## src/rtl/btn_debounce_multi.sv

```systemverilog
// Per-channel button conditioner: N-flop synchroniser, counter debounce, registered rise/fall/edge/long pulses.
// Latency SYNC_STAGES+DEBOUNCE_CYCLES clocks from a stable pin change; no backpressure, outputs always registered.
module btn_debounce_multi #(
   parameter int CH              = 4,
   parameter int SYNC_STAGES     = 2,
   parameter int DEBOUNCE_CYCLES = 20000,
   parameter int HOLD_CYCLES     = 0,
   parameter int EDGE_MODE       = 0
) (
   input  logic          clk,
   input  logic          rst,
   input  logic [CH-1:0] signal_in,
   output logic [CH-1:0] level_out,
   output logic [CH-1:0] rise_out,
   output logic [CH-1:0] fall_out,
   output logic [CH-1:0] edge_out,
   output logic [CH-1:0] long_out
);

   localparam int CW = (DEBOUNCE_CYCLES > 1) ? $clog2(DEBOUNCE_CYCLES) : 1;
   localparam int HW = (HOLD_CYCLES > 0) ? $clog2(HOLD_CYCLES + 1) : 1;
   localparam logic [CW-1:0] CNT_LAST = CW'(DEBOUNCE_CYCLES - 1);

   typedef enum logic [1:0] {LOW, RWAIT, HIGH, FWAIT} state_t;

   for (genvar i = 0; i < CH; i++) begin : g_ch
      logic [SYNC_STAGES-1:0] sync_q;
      logic                   s;
      state_t                 state_q, state_nxt;
      logic [CW-1:0]          cnt_q, cnt_nxt;
      logic                   level_q, level_nxt;
      logic                   rise_q, rise_nxt;
      logic                   fall_q, fall_nxt;
      logic                   edge_q, edge_nxt;

      assign s = sync_q[SYNC_STAGES-1];

      always_ff @(posedge clk or posedge rst) begin
         if (rst) begin
            sync_q  <= '0;
            state_q <= LOW;
            cnt_q   <= '0;
            level_q <= 1'b0;
            rise_q  <= 1'b0;
            fall_q  <= 1'b0;
            edge_q  <= 1'b0;
         end else begin
            sync_q  <= {sync_q[SYNC_STAGES-2:0], signal_in[i]};
            state_q <= state_nxt;
            cnt_q   <= cnt_nxt;
            level_q <= level_nxt;
            rise_q  <= rise_nxt;
            fall_q  <= fall_nxt;
            edge_q  <= edge_nxt;
         end
      end

      always_comb begin
         state_nxt = state_q;
         cnt_nxt   = cnt_q;
         level_nxt = level_q;
         rise_nxt  = 1'b0;
         fall_nxt  = 1'b0;
         case (state_q)
            LOW: begin
               if (s) begin
                  if (DEBOUNCE_CYCLES == 1) begin
                     state_nxt = HIGH;
                     level_nxt = 1'b1;
                     rise_nxt  = 1'b1;
                  end else begin
                     state_nxt = RWAIT;
                     cnt_nxt   = CW'(1);
                  end
               end
            end
            RWAIT: begin
               if (!s) begin
                  state_nxt = LOW;
                  cnt_nxt   = '0;
               end else if (cnt_q == CNT_LAST) begin
                  state_nxt = HIGH;
                  cnt_nxt   = '0;
                  level_nxt = 1'b1;
                  rise_nxt  = 1'b1;
               end else begin
                  cnt_nxt = cnt_q + CW'(1);
               end
            end
            HIGH: begin
               if (!s) begin
                  if (DEBOUNCE_CYCLES == 1) begin
                     state_nxt = LOW;
                     level_nxt = 1'b0;
                     fall_nxt  = 1'b1;
                  end else begin
                     state_nxt = FWAIT;
                     cnt_nxt   = CW'(1);
                  end
               end
            end
            FWAIT: begin
               if (s) begin
                  state_nxt = HIGH;
                  cnt_nxt   = '0;
               end else if (cnt_q == CNT_LAST) begin
                  state_nxt = LOW;
                  cnt_nxt   = '0;
                  level_nxt = 1'b0;
                  fall_nxt  = 1'b1;
               end else begin
                  cnt_nxt = cnt_q + CW'(1);
               end
            end
            default: state_nxt = LOW;
         endcase
         edge_nxt = (EDGE_MODE == 0) ? rise_nxt :
                    (EDGE_MODE == 1) ? fall_nxt : (rise_nxt | fall_nxt);
      end

      assign level_out[i] = level_q;
      assign rise_out[i]  = rise_q;
      assign fall_out[i]  = fall_q;
      assign edge_out[i]  = edge_q;

      if (HOLD_CYCLES > 0) begin : g_hold
         localparam logic [HW-1:0] HOLD_SAT = HW'(HOLD_CYCLES);
         localparam logic [HW-1:0] HOLD_M2  = HW'((HOLD_CYCLES >= 2) ? HOLD_CYCLES - 2 : 0);
         logic [HW-1:0] hcnt_q;
         logic          long_q;
         logic          enter_high, stay_high;

         // A glitch excursion into FWAIT still counts as accepted-high time.
         assign enter_high = ((state_q == LOW) || (state_q == RWAIT)) && (state_nxt == HIGH);
         assign stay_high  = ((state_q == HIGH) || (state_q == FWAIT)) && (state_nxt != LOW);

         always_ff @(posedge clk or posedge rst) begin
            if (rst) begin
               hcnt_q <= '0;
               long_q <= 1'b0;
            end else begin
               long_q <= 1'b0;
               if (enter_high) begin
                  hcnt_q <= '0;
                  long_q <= (HOLD_CYCLES == 1);
               end else if (stay_high && (hcnt_q != HOLD_SAT)) begin
                  hcnt_q <= hcnt_q + HW'(1);
                  long_q <= (HOLD_CYCLES >= 2) && (hcnt_q == HOLD_M2);
               end
            end
         end

         assign long_out[i] = long_q;
      end else begin : g_no_hold
         assign long_out[i] = 1'b0;
      end
   end

endmodule
```

## config.mk

```make
export PLATFORM = sky130hd
export DESIGN_NAME = btn_debounce_multi
export DESIGN_NICKNAME = d
export VERILOG_FILES = /design/src/rtl/btn_debounce_multi.sv
export SDC_FILE = /design/constraint.sdc
export NUM_CORES = 1
export LEC_CHECK = 0
export ABC_AREA = 1
export CELL_PAD_IN_SITES_DETAIL_PLACEMENT = 1
export CELL_PAD_IN_SITES_GLOBAL_PLACEMENT = 2
export CORE_ASPECT_RATIO = 0.6
export CORE_MARGIN = 10
export CORE_UTILIZATION = 38
export DETAILED_ROUTE_END_ITERATION = 8
export PLACE_DENSITY_LB_ADDON = 0.25
export SKIP_LAST_GASP = 1
export SLEW_MARGIN = 10
export SYNTH_ARGS = -nofsm -noshare
export SYNTH_HDL_FRONTEND = slang
export SYNTH_SLANG_ARGS = --single-unit
```

## constraint.sdc

```tcl
create_clock -name clk -period 5.5 [get_ports clk]
set_input_delay 1.1 -clock clk [delete_from_list [all_inputs] [get_ports clk]]
set_output_delay 1.1 -clock clk [all_outputs]
set_load 0.03 [all_outputs]
```

==> impl_metrics.toml, run 1 <==
[status]
status = "completed"

[floorplan]
start_util_pct = 39.3
rows = 32
io_pins = 26
dieArea_um2 = 18600
die_h_um = 110
core_um2 = 13000
chipWidth_um = 170

[clock_tree]
insertion_delay_ns = 0.34
cts_sinks = 88
cts_buffers = 9
cts_tree = "yes"
postCtsHoldBufs = 0
path_clk_slew_ns = 0.06
cts_resized = 0
postCtsSetupRepairBufs = 0
root_buffer = "clkbuf_16"
cts_max_level = 3
clockBufferDepth = 2

[worst_hold_path]
hp-start = "g_ch[1].sync_q[0]$_DFF_PP0_"
hp-class = "reg -> reg"
whs_path_depth = 0

[timing]
setup_tns_ns = 0
rsz0062_at_grt = "no"
fin_worst_skew_ns = 0.00894
max_freq_mhz = 404
slew_headroom_pct = 45.1
period_needed_ns = 2.48
hold_viol = 0
min_period_over_period_pct = 45.0
max_slew.worst_pin.slew_ns = 0.823
setup_viol = 0
finalMaxSlewViolations = 0

[layout]
nets = 713
final_cell_mix = "nand2_1 (212), dfrtp_1 (88), nor2_1 (84)"
area_delta_synth_final_pct = 10.9
layout-drive-gt1-share_pct = 9.32
fin_area_um2 = 5670
diodes = 0
final_common_cell = "nand2_1"

[power_and_ir_drop]
leakagePower_nw = 2.58
p_per_area_nw_per_um2 = 310
vdd_drop_max_mv = 0.155

[critical_path]
critPathSlowestCell = "clkdlybuf4s50_1"
r2r_start = "g_ch[0].cnt_q[0]$_DFFE_PP0P_"
startpoint = "g_ch[3].edge_q$_DFF_PP0_"
crit_family = "buffers and inverters"
cp.required_ns = 4.40
slowest_delay_ns = 0.68
cp.arrival_ns = 1.38
crit_buf_inv = 1
end_kind = "output pin"
start_kind = "register"
crit_fanout = 2
reg2regPathDepth = 8
critical_path_class = "reg -> out"
crit_cells = 1
path_cells = "clkdlybuf4s50_1"

[placement]
placed_cell_area_um2 = 5370
dp_hpwl_um = 9860
io_buffers = 21
place_congestion = 0.835

[detailed_routing]
vias = 4377
dr_wl_met3_um = 457
drt_iter0_drc = 294
final_antenna_net_count = 0
met1_length_um = 7020
highest_layer = "met4"
drc = 0
wl_per_cell_um = 15.0
drt_wl_total_um = 13200
viasPerCell = 4.99
wl_met2_um = 5550
firstDrtPassIters = 4

[grt]
first_global_vias = 4427
gr-total-overflow = 0
grt_pass1_wl_um = 22300
antenna_found_initial = 0
grt_max_degree = 46
grt.total_usage_pct = 14.7

[synth]
synthCells = 691
syn_area_um2 = 5110
synth_flop_cell = "dfrtp_1"
synthTopCellsByArea = "dfrtp_1 (43%), nand2_1 (16%), nor2_1 (6.2%), inv_1 (5.8%), nand3_1 (5.4%)"
synth_warnings = 0
synth_edf_count = 0
synth_cell_types = 39
synth-seq-area-share_pct = 43.1
ys_ff_latch = 88
async_reset_ff_share_pct = 100
syn_area_per_cell_um2 = 7.40
synth_top_area_share_pct = 43.1
yosysTopAreaCell = "dfrtp_1"

[run]
maxCapViolCount = 0
[where the power goes]
part           total, W  switching (W)  internal, W  leakage [nW]
Sequential     0.000762      0.0000663     0.000696          1.19
Clock          0.000638       0.000260     0.000378         0.143
Combinational  0.000358       0.000261    0.0000967          1.25
Total           0.00176       0.000587      0.00117          2.58
[path summary, 6_finish.rpt]
path	endpoint	slack, ns
setup / recovery	edge_out[3]	3.02
hold / removal	g_ch[1].sync_q[1]$_DFF_PP0_	0.36
hold reg to reg	g_ch[1].sync_q[1]$_DFF_PP0_	0.36
min in group asynchronous	g_ch[3].cnt_q[8]$_DFFE_PP0P_	1.20
setup reg to reg	register	3.74
max in group asynchronous	g_ch[2].cnt_q[0]$_DFFE_PP0P_	3.22
[synth_stat cells (4+ instances only)]
cell type and n:
o21ai_1 8, inv_1 79, ha_1 4, nor2_1 84, nand3_1 55, o21ai_2 4, nor2_2 12, o22ai_1 8
o22ai_2 4, nand2_1 212, nand4_1 18, a21oi_1 5, dfrtp_1 88, o21ai_0 23, xor2_1 11, inv_2 8
buf_4 20, nand2_2 7
[final cells by class]
type / instances / area [um^2]
Fill cell: 1621 / 7340
Multi-Input combinational cell: 495 / 2410
Sequential cell: 88 / 2200
Inverter: 87 / 328
Clock buffer: 14 / 264
Timing Repair Buffer: 22 / 218
Tap cell: 170 / 213
Clock inverter: 2 / 37.5
[routing by layer]
metal  vias up  global-route usage (%)
met3        12                    3.36
met5         -                       0
li1       2192                       -
met2        51                    22.3
met1      2122                    20.7
met4         0                    3.55
[through the flow]
step | utilization [%] | setup WS (ns) | hold WS (ns) | power, W | std cells
after floorplan | - | 2.12 | 0.331 | 0.00103 | 694
after global placement | 41.3 | 2.76 | 0.333 | 0.00112 | 862
after detailed placement | 41.3 | 2.74 | 0.343 | 0.00113 | 862
after CTS | 43.6 | 2.99 | 0.362 | 0.00178 | 878
after global routing | 43.6 | 2.96 | 0.372 | 0.00186 | 878
final | 43.6 | 3.02 | 0.357 | 0.00176 | 878
[registers in the layout (all words and copies together), names as in the netlist, named ones only]
name / count
g_ch.sync_q: 8
g_ch.edge_q: 4
g_ch.fall_q: 4
g_ch.level_q: 4
g_ch.state_q: 4
g_ch.cnt_q: 60
[worst register-to-register path, stage by stage (launching register included)]
cell and delay (ns):
dfrtp_1 0.46, ha_1 0.32, nand3_2 0.18, nor2_4 0.17, nand3_4 0.14, nand2_4 0.20, nand2_1 0.08, nand2_1 0.06
nand2_1 0.04
[kinds of logic (layout without fill, tap and decap cells)]
kind of cell,after synthesis,count (layout),share of synthesized area (%)
and+or+nand+nor,411,411,35.4
buffers and inverters,111,125,10.0
DFF,88,88,43.1
AOI/OAI and AO/OA,61,61,7.83
xor gates and xnor gates,14,14,2.40
adders and majority gates,4,4,0.979
other,1,4,0.0734
muxes,1,1,0.196
Note: power is estimated with default switching activity, not from simulation.
==> run 2, diff against run 1 <==
CORE_UTILIZATION = 35   (was 38)
clock period = 2.3 ns   (was 5.5 ns; I/O delays follow)
==> impl_metrics.toml, run 2 (synthesis gave the netlist of run 1 again) <==
[critical_path]
critPathSlowestCell = "clkdlybuf4s50_1"
r2r_start = "g_ch[3].cnt_q[0]$_DFFE_PP0P_"
startpoint = "g_ch[2].level_q$_DFFE_PP0P_"
critical_path_class = "reg -> out"
end_kind = "output pin"
worst-r2r-setup-slack_ns = 0.55
cp.required_ns = 1.84
worstReg2RegEnd = "g_ch[3].cnt_q[2]$_DFFE_PP0P_"
path_cells = "clkdlybuf4s50_1"
crit_fanout = 2
reg2regPathDepth = 8
start_kind = "register"
crit_family = "buffers and inverters"
crit_buf_inv = 1
slowest_delay_ns = 0.68
cp.arrival_ns = 1.38

[power_and_ir_drop]
switchingPower_w = 0.00142
comb_power_share_pct = 19.8
pwr-share-seq_pct = 41.9
leakagePower_nw = 2.60
vdd_drop_max_mv = 0.369
total_power_w = 0.00433
pwr-share-clk_pct = 38.3
swShare_pct = 32.9
internal-power_w = 0.00291
p_per_area_nw_per_um2 = 754

[placement]
dp_hpwl_um = 10300
place_congestion = 0.805
dp_worst_setup_slack_ns = 0.622
dpl.cell_count = 890
io_buffers = 21

[timing]
max_freq_mhz = 543
hold_viol = 0
fin_worst_skew_ns = 0.00843
period_needed_ns = 1.84
worst_slack_ns = 0.458
setup_viol = 0
min_period_over_period_pct = 80.1
setup_tns_ns = 0
rsz0062_at_grt = "no"
finalMaxSlewViolations = 0

[detailed_routing]
drc = 0
firstDrtPassIters = 4
drt_wl_total_um = 13700
final_antenna_net_count = 0
wl_per_cell_um = 15.2
viasPerCell = 4.80
vias = 4345
drt_iter0_drc = 211

[layout]
largest-register = "g_ch.cnt_q"
instances_no_fill = 906
area_delta_synth_final_pct = 12.5
largest_reg_flops = 60
final_cell_mix = "nand2_1 (212), dfrtp_1 (88), nor2_1 (84)"
diodes = 0
nets = 713
layout-drive-gt1-share_pct = 9.75
reg_top3 = "g_ch.cnt_q: 60 flops, g_ch.sync_q: 8 flops"
final_common_cell = "nand2_1"

[grt]
antenna_found_initial = 0
grt_max_degree = 89
gr-total-overflow = 0
grt.total_usage_pct = 14.2
first_global_vias = 4549
grt_pass1_wl_um = 23400

[clock_tree]
cts_max_level = 3
root_buffer = "clkbuf_16"
clockBufferDepth = 2
cts_sinks = 88
cts_resized = 0
cts_tree = "yes"
postCtsHoldBufs = 0
cts_buffers = 9
postCtsSetupRepairBufs = 0
path_clk_slew_ns = 0.07
insertion_delay_ns = 0.34

[floorplan]
core_um2 = 14400
io_pins = 26
rows = 34
chipWidth_um = 176
dieArea_um2 = 20000
die_h_um = 114
start_util_pct = 35.5

[worst_hold_path]
hp-start = "g_ch[0].sync_q[0]$_DFF_PP0_"
whs_path_depth = 0
min_to = "g_ch[0].sync_q[1]$_DFF_PP0_"
hp-class = "reg -> reg"

[run]
maxCapViolCount = 0

[status]
status = "completed"
-- run 2: metal layers --
| layer | part of all wire [%] | GRT usage, % |
|---|---|---|
| met1 | 55 | 20.7 |
| met4 | 0.52 | 2.64 |
| met5 | 0 | 0 |
| met3 | 1.9 | 3.14 |
| met2 | 42 | 21.2 |
-- run 2: power by group through the flow --
stage	clock network [W]	registers [W]	logic, W
2_1_floorplan	0	0.00179	0.000677
3_3_place_gp	0	0.00183	0.000862
3_5_place_dp	0	0.00184	0.000870
4_1_cts	0.00171	0.00181	0.000878
5_1_grt	0.00179	0.00184	0.000982
6_report	0.00166	0.00182	0.000859
-- run 2: how the worst max path moves through the flow --
stage          slack [ns]  cells after the start                          to
6_report             0.46                      1                level_out[2]
5_1_grt              0.40                      1                level_out[2]
4_1_cts              0.41                      1                level_out[2]
3_5_place_dp         0.62                      8                    register
3_3_place_gp         0.68                      8                    register
2_1_floorplan        0.82                      1  asynchronous set/reset pin
-- run 2: layout make-up --
cell class / instances / area [um^2]
Inverter: 87 / 330
Tap cell: 198 / 248
Sequential cell: 88 / 2200
Fill cell: 1823 / 8630
Multi-Input combinational cell: 495 / 2410
Clock inverter: 5 / 78.8
Timing Repair Buffer: 22 / 230
Clock buffer: 11 / 253
-- run 2: per-stage QoR --
stage                     hold WS [ns]  area [um^2]  utilization (%)
after global placement           0.338         5420             37.7
after detailed placement         0.336         5420             37.7
after global routing             0.359         5750             40.0
after floorplan                  0.331         5130                -
final                            0.350         5750             40.0
after CTS                        0.359         5750             40.0
==> RTL edit (flow settings as in run 2) <==
Change the parameter `CH` from 4 to 3.
--- a/src/rtl/btn_debounce_multi.sv
+++ b/src/rtl/btn_debounce_multi.sv
@@ -1,7 +1,7 @@
 // Per-channel button conditioner: N-flop synchroniser, counter debounce, registered rise/fall/edge/long pulses.
 // Latency SYNC_STAGES+DEBOUNCE_CYCLES clocks from a stable pin change; no backpressure, outputs always registered.
 module btn_debounce_multi #(
-   parameter int CH              = 4,
+   parameter int CH              = 3,
    parameter int SYNC_STAGES     = 2,
    parameter int DEBOUNCE_CYCLES = 20000,
    parameter int HOLD_CYCLES     = 0,
Interface: changed (6 resized); port bits go from 26 to 20. The function was not compared with the original's and may differ.
==> RTL edit against run 2 <==
  * Cell area is 26% lower
  * Total power is 16% lower
  * Non-clock buffer count is 5 lower
  * Routed wire length is 31% lower
  * Sequential share of layout area is 0.62 points higher
  * Worst setup slack worse by 20 ps
  * Sequential power is 23% lower
  * Clock skew is 1.1 ps lower
  * Sequential cell count is 22 lower
  * Area after synthesis is 27% lower
  * Count of clock-buffer cells in the layout is 2 lower
  * Hold slack better by 4.3 ps
  * Critical path depth stayed put
  * Largest cell class unchanged
==> RTL edit: results (changes against run 2) <==
* PortBufs at 16 (was 21)
* Ys async rst share at 100% (unchanged)
* Placed Area at 0.00393 mm2 (was 0.00542 mm2)
* Sequential area share after synthesis at 44.5% (was 43.1%)
* Dpl ws at 574 ps (was 622 ps)
* Largest net degree at the start of global routing at 67 (was 89)
* Gr usage total at 12.9% (was 14.2%)
* Top flop regs: g_ch.cnt_q: 45 flops, g_ch.sync_q: 6 flops (was g_ch.cnt_q: 60 flops, g_ch.sync_q: 8 flops)
* Layout cells sized above 1 at 10.5% (was 9.75%)
* GPL Wtd Cong at 0.865 (was 0.805)
* Top post-synthesis cells by count: nand2_1, dfrtp_1, inv_1 (was nand2_1, dfrtp_1, nor2_1)
* HPWL Detailed at 7070 um (was 10300 um)
* Number of global-route vias before repair at 3071 (was 4549)
* Synth warn at 0 (unchanged)
* Status: completed (unchanged)
* Synth area leaders: dfrtp_1, nand2_1, inv_1 (was dfrtp_1, nand2_1, nor2_1)
* Antenna violations before repair at 0 (unchanged)
* Clock transition at the registers of the reported paths at 60 ps
* Count of cell types in the netlist at 35 (was 39)
* Worst IR drop on VDD at 0.366 mV (was 0.369 mV)
* Skew final at 7.32 ps (was 8.43 ps)
* First-pass GRT wire length at 16000 um (was 23400 um)
* DR WL/cell at 15.3 um (was 15.2 um)
* Final layout net count at 488 (was 713)
* Fillers at 1281 (was 1823)
* WP data arrival at 1400 ps (was 1380 ps)
* Standby leakage power at 1.83 nW (was 2.60 nW)
* CP peak stage delay at 690 ps
* Vias at 3027 (was 4345)
* Worst Path Max Fanout at 2 (unchanged)
* DR iter-0 viols at 123 (was 211)
* Clk Latency, worst-skew pair at 340 ps (about the same)
-- RTL edit: through the flow --
step	instances	utilization, %
detailed placement	608	37.6
global route	624	40.6
global placement	608	37.6
CTS	624	40.6
floorplan	472	-
finish	624	40.6
-- RTL edit: cells by family (layout without fill, tap and decap cells) --
| family | Yosys count | in the layout | share of synthesized area, % |
|---|---|---|---|
| AOI/OAI and AO/OA | 55 | 55 | 8.36 |
| other | 1 | 3 | 0.101 |
| xor gates and xnor gates | 15 | 15 | 3.54 |
| DFF | 66 | 66 | 44.5 |
| muxes | 1 | 1 | 0.270 |
| adders and majority gates | 3 | 3 | 1.01 |
| buffers and inverters | 76 | 89 | 9.67 |
| and+or+nand+nor | 253 | 253 | 32.6 |
-- RTL edit: path summary, 6_finish.rpt --
| path | startpoint | to | slack [ps] | cells past startpoint |
|---|---|---|---|---|
| worst max-delay path | g_ch[1].edge_q$_DFF_PP0_ | edge_out[1] | 440 | 1 |
| worst max register to register | g_ch[0].cnt_q[0]$_DFFE_PP0P_ | g_ch[0].cnt_q[8]$_DFFE_PP0P_ | 570 | 8 |
| min in group asynchronous | rst | g_ch[0].sync_q[0]$_DFF_PP0_ | 520 | 3 |
| worst min-delay path | g_ch[1].sync_q[0]$_DFF_PP0_ | g_ch[1].sync_q[1]$_DFF_PP0_ | 350 | 0 |
| max in group asynchronous | rst | g_ch[2].cnt_q[0]$_DFFE_PP0P_ | 1490 | 3 |
| worst min register to register | g_ch[1].sync_q[0]$_DFF_PP0_ | g_ch[1].sync_q[1]$_DFF_PP0_ | 350 | 0 |
-- RTL edit: area by class of cell --
cell class,count,area [um2],area share (%)
repair buffers,17,180,4.25
clock buffers,9,225,5.31
clock inverters,7,93.8,2.21
flip-flops and latches,66,1650,38.9
multi-input cells,330,1710,40.3
inverters,56,210,4.95
well taps,139,174,4.10
-- RTL edit: metal layers --
layer | track usage [%] | wire [um]
met1 | 18.8 | 5240
met2 | 18.0 | 3900
met3 | 3.71 | 311
met4 | 3.72 | 73
met5 | 0 | 0
-- RTL edit: power by group --
group | internal, W | total, W | switching [W]
Combinational | 0.000195 | 0.000755 | 0.000561
Clock | 0.000946 | 0.00149 | 0.000541
Sequential | 0.00128 | 0.00140 | 0.000120
Total | 0.00242 | 0.00364 | 0.00122
-- RTL edit: worst reg2reg max path: cells and delay by family (launching register included) --
kind | cells | cell delay (ps)
simple gates | 5 | 780
flops | 1 | 380
fa+ha+maj | 1 | 230
buf+inv | 1 | 120
compound gates | 1 | 80
